$ cat src/rtl/shift_pipe_if.sv
// Request/response bundle of the pipelined shifter: operand side in, result side out.
// master drives requests and consumes results; slave is the shifter.
interface shift_pipe_if #(
  parameter int N     = 64,
  parameter int TAG_W = 5
);
  localparam int K = $clog2(N);

  logic             in_valid;
  logic             in_ready;
  logic [1:0]       op;
  logic             word;
  logic [K-1:0]     amt;
  logic [N-1:0]     data_in;
  logic [TAG_W-1:0] tag_in;
  logic             out_valid;
  logic             out_ready;
  logic [N-1:0]     data_out;
  logic [TAG_W-1:0] tag_out;

  modport master (
    output in_valid, op, word, amt, data_in, tag_in, out_ready,
    input  in_ready, out_valid, data_out, tag_out
  );

  modport slave (
    input  in_valid, op, word, amt, data_in, tag_in, out_ready,
    output in_ready, out_valid, data_out, tag_out
  );
endinterface

$ cat src/rtl/shift_pipe.sv
// Pipelined log shifter (SLL/SRL/SRA/ROR, optional RV64 W-forms), ceil(log2(N)/REG_EVERY) cycles.
// Valid/ready with a per-stage ready chain: bubbles collapse, a full stalled pipe drops in_ready.
module shift_pipe #(
  parameter int N         = 64,
  parameter int REG_EVERY = 2,
  parameter int HAS_WORD  = 1,
  parameter int TAG_W     = 5
) (
  input  logic        clk,
  input  logic        rst,
  input  logic        flush,
  shift_pipe_if.slave sp
);
  localparam int K = $clog2(N);
  localparam int L = (K + REG_EVERY - 1) / REG_EVERY;
  localparam bit WORD_EN = (HAS_WORD != 0) && (N == 64);

  localparam logic [1:0] OP_SLL = 2'd0;
  localparam logic [1:0] OP_SRA = 2'd2;
  localparam logic [1:0] OP_ROR = 2'd3;

  function automatic logic [N-1:0] rev(input logic [N-1:0] x);
    logic [N-1:0] r;
    for (int i = 0; i < N; i++) r[i] = x[N-1-i];
    return r;
  endfunction

  // Register r holds the result of mux stage r together with its side-band.
  logic [L:1]       v_q;
  logic [L:1]       word_q;
  logic [N-1:0]     d_q   [1:L];
  logic [1:0]       op_q  [1:L];
  logic [K-1:0]     amt_q [1:L];
  logic [TAG_W-1:0] tag_q [1:L];

  // Values presented to register r this cycle.
  logic [L:1]       rdy;
  logic [L:1]       s_v;
  logic [L:1]       s_word;
  logic [N-1:0]     s_d   [1:L];
  logic [1:0]       s_op  [1:L];
  logic [K-1:0]     s_amt [1:L];
  logic [TAG_W-1:0] s_tag [1:L];

  logic [K-1:0] amt_m;
  logic [N-1:0] pre_w;
  logic [N-1:0] pre;
  logic [N-1:0] fin_d;
  logic [N-1:0] cur;
  int           sh;
  logic         unused_sb;

  always_comb begin
    rdy[L] = sp.out_ready || !v_q[L];
    for (int r = L - 1; r >= 1; r--) rdy[r] = rdy[r+1] || !v_q[r];
  end

  assign sp.in_ready = rdy[1] && !rst && !flush;

  if (WORD_EN) begin : g_wpre
    always_comb begin
      amt_m = sp.amt;
      pre_w = sp.data_in;
      if (sp.word) begin
        amt_m[K-1] = 1'b0;
        case (sp.op)
          2'd1:    pre_w = {32'b0, sp.data_in[31:0]};
          2'd2:    pre_w = {{32{sp.data_in[31]}}, sp.data_in[31:0]};
          2'd3:    pre_w = {sp.data_in[31:0], sp.data_in[31:0]};
          default: pre_w = sp.data_in;
        endcase
      end
    end
  end else begin : g_npre
    assign amt_m = sp.amt;
    assign pre_w = sp.data_in;
  end

  // Left shifts reuse the right-shift core by mirroring the operand.
  assign pre = (sp.op == OP_SLL) ? rev(pre_w) : pre_w;

  always_comb begin
    s_v[1]    = sp.in_valid && sp.in_ready;
    s_op[1]   = sp.op;
    s_word[1] = sp.word & WORD_EN;
    s_amt[1]  = amt_m;
    s_tag[1]  = sp.tag_in;
    for (int r = 2; r <= L; r++) begin
      s_v[r]    = v_q[r-1];
      s_op[r]   = op_q[r-1];
      s_word[r] = word_q[r-1];
      s_amt[r]  = amt_q[r-1];
      s_tag[r]  = tag_q[r-1];
    end
  end

  // Level j shifts by 2^j and belongs to stage j/REG_EVERY+1.
  always_comb begin
    cur = pre;
    sh  = 0;
    for (int r = 1; r <= L; r++) s_d[r] = '0;
    for (int j = 0; j < K; j++) begin
      if ((j % REG_EVERY == 0) && (j != 0)) cur = d_q[j / REG_EVERY];
      if (s_amt[j / REG_EVERY + 1][j]) begin
        sh = 1 << j;
        if (s_op[j / REG_EVERY + 1] == OP_ROR)
          cur = (cur >> sh) | (cur << (N - sh));
        else if (s_op[j / REG_EVERY + 1] == OP_SRA)
          cur = $signed(cur) >>> sh;
        else
          cur = cur >> sh;
      end
      if ((j % REG_EVERY == REG_EVERY - 1) || (j == K - 1)) s_d[j / REG_EVERY + 1] = cur;
    end
    if (s_op[L] == OP_SLL) s_d[L] = rev(s_d[L]);
  end

  if (WORD_EN) begin : g_wpost
    assign fin_d = s_word[L] ? {{32{s_d[L][31]}}, s_d[L][31:0]} : s_d[L];
  end else begin : g_npost
    assign fin_d = s_d[L];
  end

  always_ff @(posedge clk) begin
    if (rst) begin
      v_q    <= '0;
      word_q <= '0;
      for (int r = 1; r <= L; r++) begin
        d_q[r]   <= '0;
        op_q[r]  <= '0;
        amt_q[r] <= '0;
        tag_q[r] <= '0;
      end
    end else begin
      for (int r = 1; r <= L; r++) begin
        if (flush)       v_q[r] <= 1'b0;
        else if (rdy[r]) v_q[r] <= s_v[r];
        // Payload only moves with a valid op, so the output holds between results.
        if (rdy[r] && s_v[r]) begin
          d_q[r]    <= (r == L) ? fin_d : s_d[r];
          op_q[r]   <= s_op[r];
          word_q[r] <= s_word[r];
          amt_q[r]  <= s_amt[r];
          tag_q[r]  <= s_tag[r];
        end
      end
    end
  end

  // Side-band of the last register is carried along but not consumed.
  always_comb begin
    unused_sb = 1'b0;
    for (int r = 1; r <= L; r++) unused_sb = unused_sb ^ (^{op_q[r], word_q[r], amt_q[r]});
  end

  assign sp.out_valid = v_q[L];
  assign sp.data_out  = d_q[L];
  assign sp.tag_out   = tag_q[L];
endmodule
$ cat src/flat_wrapper.sv
// flat-port wrapper written by rule: the top's interface ports become plain ports
module shift_pipe_flat 
#(
  parameter int N         = 64,
  parameter int REG_EVERY = 2,
  parameter int HAS_WORD  = 1,
  parameter int TAG_W     = 5
)
  (clk, rst, flush, sp_in_valid, sp_op, sp_word, sp_amt, sp_data_in, sp_tag_in, sp_out_ready, sp_in_ready, sp_out_valid, sp_data_out, sp_tag_out);
  shift_pipe_if #(.N(N), .TAG_W(TAG_W)) sp_i ();
  input  logic clk;
  input  logic rst;
  input  logic flush;
  input wire logic [$bits(sp_i.in_valid)-1:0] sp_in_valid;
  input wire logic [$bits(sp_i.op)-1:0] sp_op;
  input wire logic [$bits(sp_i.word)-1:0] sp_word;
  input wire logic [$bits(sp_i.amt)-1:0] sp_amt;
  input wire logic [$bits(sp_i.data_in)-1:0] sp_data_in;
  input wire logic [$bits(sp_i.tag_in)-1:0] sp_tag_in;
  input wire logic [$bits(sp_i.out_ready)-1:0] sp_out_ready;
  output wire logic [$bits(sp_i.in_ready)-1:0] sp_in_ready;
  output wire logic [$bits(sp_i.out_valid)-1:0] sp_out_valid;
  output wire logic [$bits(sp_i.data_out)-1:0] sp_data_out;
  output wire logic [$bits(sp_i.tag_out)-1:0] sp_tag_out;
  assign sp_i.in_valid = sp_in_valid;
  assign sp_i.op = sp_op;
  assign sp_i.word = sp_word;
  assign sp_i.amt = sp_amt;
  assign sp_i.data_in = sp_data_in;
  assign sp_i.tag_in = sp_tag_in;
  assign sp_i.out_ready = sp_out_ready;
  assign sp_in_ready = sp_i.in_ready;
  assign sp_out_valid = sp_i.out_valid;
  assign sp_data_out = sp_i.data_out;
  assign sp_tag_out = sp_i.tag_out;
  shift_pipe #(.N(N), .REG_EVERY(REG_EVERY), .HAS_WORD(HAS_WORD), .TAG_W(TAG_W)) u_core (.clk(clk), .rst(rst), .flush(flush), .sp(sp_i));
endmodule
$ cat config.mk
export PLATFORM = sky130hd
export DESIGN_NAME = shift_pipe_flat
export DESIGN_NICKNAME = d
export VERILOG_FILES = /design/src/rtl/shift_pipe_if.sv /design/src/rtl/shift_pipe.sv /design/src/flat_wrapper.sv
export SDC_FILE = /design/constraint.sdc
export NUM_CORES = 1
export LEC_CHECK = 0
export ABC_AREA = 1
export CORE_MARGIN = 5
export CORE_UTILIZATION = 25
export CTS_BUF_LIST = sky130_fd_sc_hd__clkbuf_16
export DETAILED_ROUTE_END_ITERATION = 16
export PLACE_DENSITY = 0.46
export SETUP_SLACK_MARGIN = 0.02
export SYNTH_ARGS = -nofsm -noshare
export SYNTH_HDL_FRONTEND = slang
export SYNTH_SLANG_ARGS = --single-unit
$ cat constraint.sdc
create_clock -name clk -period 3.3 [get_ports clk]
set_input_delay 0.66 -clock clk [delete_from_list [all_inputs] [get_ports clk]]
set_output_delay 0.66 -clock clk [all_outputs]
set_load 0.02 [all_outputs]
[Word level (Yosys, flattened, before mapping)]
Memories as Yosys holds them, arrays and structs flattened.
Index checks and enable logic that the tools add are counted.
Operators by class
  eq/ne operators: 7
  multiplexer cells: 47
  bitwise operators: 18
  reductions and logical operators: 17
Operators by type and width (number)
  two-way mux 64 bit: 25
  case mux 64 bit (3 select lines): 1
  bitwise OR 32 x 64 -> 64 bit: 1
  bitwise OR 48 x 64 -> 64 bit: 1
  bitwise OR 56 x 64 -> 64 bit: 1
  bitwise OR 60 x 64 -> 64 bit: 1
  bitwise OR 62 x 64 -> 64 bit: 1
  bitwise OR 63 x 64 -> 64 bit: 1
  two-way mux 6 bit: 3
  two-way mux 5 bit: 3
  equality test 2 bit, second input constant: 6
  two-way mux 1 bit: 12
  bitwise OR 1 bit: 12
  logical AND 1 bit: 6
  two-way mux 2 bit: 3
  logical NOT 1 bit: 5
  logical NOT 2 bit: 2
  logical OR 1 bit: 3
  equality test 2 x 1 -> 1 bit, second input constant: 1
  OR reduction 2 bit: 1
Storage, ports and cells
  register bits after elaboration: 5
  bits in writable memories: 231
  bits of input ports: 83
  output and inout port bits: 71
  memories kept: 4
Memory list
  u_core.d_q: words 3, bits a word 64, rd ports 3, clocked after Yosys merged registers in 0, wr ports 3, RTL line shift_pipe.sv:31  | logic [N-1:0] d_q [1:L];
  u_core.amt_q: words 3, bits a word 6, rd ports 2, clocked after Yosys merged registers in 0, wr ports 3, RTL line shift_pipe.sv:33  | logic [K-1:0] amt_q [1:L];
  u_core.tag_q: words 3, bits a word 5, rd ports 3, clocked after Yosys merged registers in 0, wr ports 3, RTL line shift_pipe.sv:34  | logic [TAG_W-1:0] tag_q [1:L];
  u_core.op_q: words 3, bits a word 2, rd ports 2, clocked after Yosys merged registers in 0, wr ports 3, RTL line shift_pipe.sv:32  | logic [1:0] op_q [1:L];

[Depth between registers and ports, before layout]
  depth after elaboration: 12
  depth in mapped cells: 12
  gate-level depth less buffers: 9

[Worst setup path before layout]
No wires, ideal clock.
  path kind: input port to flip-flop
  start point: input port sp_out_ready
  end point: memory u_core.amt_q[1][2] (netlist bit), enable pin
  data arrival time: 2.733 ns
  slack: -0.198 ns
  stages: 7
  path buffers: 1
  path through: inv_1 -> nand4_1 -> nand2_1 -> inv_1 -> nand2_2 -> buf_1 -> nand2_1
RTL lines
  from (decl): RTL line flat_wrapper.sv:20  | input wire logic [$bits(sp_i.out_ready)-1:0] sp_out_ready;
  to (decl): RTL line shift_pipe.sv:33

[Worst setup path after layout]
  start point: input port rst
  end point: output port sp_in_ready
On the way
  word-level cells in the longest chain between the ends: 3
Ends and longest elaborated chain
  from (decl): RTL line flat_wrapper.sv:12  | input logic rst;
  logical NOT 1 bit: RTL line shift_pipe.sv:58  | assign sp.in_ready = rdy[1] && !rst && !flush;
  logical AND 1 bit (2 in series): RTL line shift_pipe.sv:58
  to (decl): RTL line flat_wrapper.sv:21  | output wire logic [$bits(sp_i.in_ready)-1:0] sp_in_ready;
Every way passes these cells.

==> results.md <==
- Footprint of the multi-input gates: 7212 um^2
- Type of the worst min-delay path: register to register
- Reg-to-Reg Start: u_core.amt_q[2][4]
- WS Path Type: input pin to primary output
- Vias in the first global route: 13760
- Routed WL per cell: 17.63 um
- Core ar.: 61370 um^2
- Initial antenna violation count: 0
- Die H: 258.2 um
- Largest area contributor in the netlist: edfxtp_1
- First-pass GRT wire length: 81880 um
- R2R depth: 9
- Fin. Hold Viols: 0
- Crit-path leading delay family: buffers and inverters
- Pwr Density: 427.0 nW/um^2
- Pwr Total: 7743 uW
- Port Buffers: 153
- Clock latency on the worst-skew pair: 0.55 ns
- FF-to-FF setup slack: 0.98 ns
- FILL cells: 6631
- CTS Sinks: 222
- Setup-failing EPs final: 0
- Crit-path most repeated cell: clkdlybuf4s50_1
- Avg Cell Area, Syn: 7.044 um^2
- Htree depth: 1
- Drt initial violations: 1077
- RD Place Congestion: 0.8790
- DR vias: 14340
- Area share of the largest cell type after synthesis: 0.4230
- Run status: complete, no violations
- Critical path peak fanout: 3
- Worst r2r dst: u_core.d_q[0][237]
- Antenna cells: 0
- Final Max Tran Viols: 0
- Final period util: 0.8186
- Setup TNS: 0 ns
- Post-CTS Resized: 0
- Slowest stage delay, CP: 0.61 ns
- Std-Cell Rows: 91
- Layout area overhead: 17.71%
- Critical path buffer and inverter count: 3
- Routed WL: 52960 um
- Final Cell Area: 18130 um^2
- Worst Path Required: 2.64 ns
- Setup Buffers After CTS: 0
- Sequential cell area: 6616 um^2
- Synth cell types: 29
- Worst Setup SP: rst
- Syn nets: 2270
- Share of layout cells above drive strength 1: 0.06143
- Synthesized cell area: 15410 um^2
- Crit path arrival time: 2.04 ns
- Largest net degree at the start of global routing: 94
- I/O pin count: 154
- CTS tree: yes
- TritonRoute pass-1 iters: 5
- Routed vias/inst: 4.773
- RSZ-0062 raised after global routing: no
- Seq/Total Area, Yosys: 0.4295
- Crit end category: primary output
- Worst Skew: 0.02489 ns
- Leak: 0.007798 uW
- Fmax: 370.2 MHz
- Remaining DRCs: 0
- Starting Density: 0.2510
- Clock root cell: clkbuf_16
- Die X: 258.2 um
- Largest cells by area after synthesis: edfxtp_1 42%, nand2_1 20%, nand3_1 11%
- Antenna-violating nets left: 0
- Largest vdd supply drop: 282.8 uV
- CTS buffer count: 27
- Fin Hold WS: 0.4669 ns
- Slew HR: 0.4398
- Synth warnings: 0
- Worst-Margin Slew: 0.8351 ns
- Slowest stage cell, crit path: clkdlybuf4s50_1
- Final Critical Period: 2.701 ns
- Gr usage total: 0.1534
- Critical path depth: 5
- Clock Path Buffers: 3
- Yosys reg bits: 222
- Final net count: 2276
- Post-DP Area: 17220 um^2
- Clk slew on worst S/H paths: 0.06 ns
- Aggregate global routing overflow: 0
- DP HPWL: 41300 um
- CP endpoint: sp_in_ready
- DIE AREA: 66690 um^2
- Number of max-cap violations: 0
- Hold-fix buffers, CTS: 0
- Critical Path, Cell by Cell: clkdlybuf4s50_1, nor2_1, nand2_1, inv_1, clkdlybuf4s50_1
- Critical Path Source Type: input pin
- Mapped Cells: 2187
-- tightest hold or removal path, stage by stage, from the launching register on --
cell and delay (ns):
dfxtp_1 0.29, inv_1 0.07, a21oi_1 0.06
-- cells in the mapped netlist (all sizes together) --
| cell | instances |
|---|---|
| nor2 | 148 |
| clkinv | 2 |
| nor3b | 1 |
| o21a | 15 |
| a31oi | 26 |
| a211oi | 8 |
| nand3 | 341 |
| o22ai | 4 |
| nand2 | 819 |
| nand4 | 2 |
| o21ai | 91 |
| inv | 105 |
| a21oi | 123 |
| clkbuf | 77 |
| edfxtp | 217 |
| or2 | 29 |
| dfxtp | 5 |
| buf | 150 |
| o211ai | 15 |
| mux2i | 9 |
-- placed cells by master (no fill, tap or decap), types with 3 or more instances in the layout --
cell,count
inv_2,4
dfxtp_1,5
a21oi_1,123
mux2i_1,9
clkinv_1,8
or2_2,29
o21a_1,15
buf_4,44
edfxtp_1,217
clkdlybuf4s50_1,152
inv_1,104
nand2_2,5
nand3_1,339
clkinv_2,4
o21ai_1,5
a31oi_1,26
clkinvlp_4,3
bufinv_16,5
nand2_1,814
o22ai_1,4
o21ai_0,86
a211oi_1,8
o211ai_1,15
nor2_1,145
clkbuf_16,27
buf_12,7
-- cell families (layout without fill, tap and decap cells) --
kind of cell | count (synthesis) | count (layout) | share of synthesized area
muxes | 9 | 9 | 0.005848
DFF | 222 | 222 | 0.4295
and+or+nand+nor | 1340 | 1340 | 0.3608
AOI/OAI and AO/OA | 282 | 282 | 0.1002
buffers and inverters | 334 | 361 | 0.1037
-- power by group --
| group | switching [uW] | total (uW) | internal [uW] |
|---|---|---|---|
| logic | 899 | 1350 | 452 |
| registers | 92.1 | 3330 | 3240 |
| clock network | 1180 | 3060 | 1880 |
| total | 2170 | 7740 | 5570 |
-- through the flow --
stage | std cells | setup slack [ns] | util
after global routing | 3004 | 0.5279 | 0.2955
after global placement | 2954 | 0.2859 | 0.2805
after floorplan | 2187 | 0.4042 | -
after CTS | 3004 | 0.5813 | 0.2955
after detailed placement | 2954 | 0.2615 | 0.2805
final | 3004 | 0.5988 | 0.2955
-- final cells by class --
cell class / count / area share
Multi-Input combinational cell: 1631 / 0.3977
Sequential cell: 222 / 0.3648
Timing Repair Buffer: 204 / 0.1101
Tap cell: 790 / 0.05451
Clock buffer: 27 / 0.03726
Inverter: 107 / 0.02215
Clock inverter: 23 / 0.01345
-- sequential cells by signal (all words and copies together) (netlist names) --
name and flops:
u_core.op_q 4, u_core.tag_q 15, u_core.word_q 2, u_core.v_q 3, u_core.amt_q 6, u_core.d_q 192
-- worst min-delay path by stage --
stage | cells past startpoint | endpoint | start | slack, ns
5_1_grt | 2 | u_core.word_q[1] | u_core.word_q[1] | 0.49
6_report | 2 | u_core.word_q[1] | u_core.word_q[1] | 0.47
3_5_place_dp | 2 | u_core.word_q[1] | u_core.word_q[1] | 0.45
3_3_place_gp | 2 | u_core.word_q[1] | u_core.word_q[1] | 0.46
4_1_cts | 2 | u_core.word_q[1] | u_core.word_q[1] | 0.46
2_1_floorplan | 2 | u_core.word_q[1] | u_core.word_q[1] | 0.43
-- metal layers --
| layer | part of all wire | global-route usage | wire (um) |
|---|---|---|---|
| met5 | 0 | 0 | 0 |
| met1 | 0.47 | 0.2169 | 24640 |
| met2 | 0.46 | 0.2502 | 24270 |
| met4 | 0.029 | 0.04353 | 1522 |
| met3 | 0.048 | 0.01656 | 2529 |
Power figures use the tool's default switching activity.
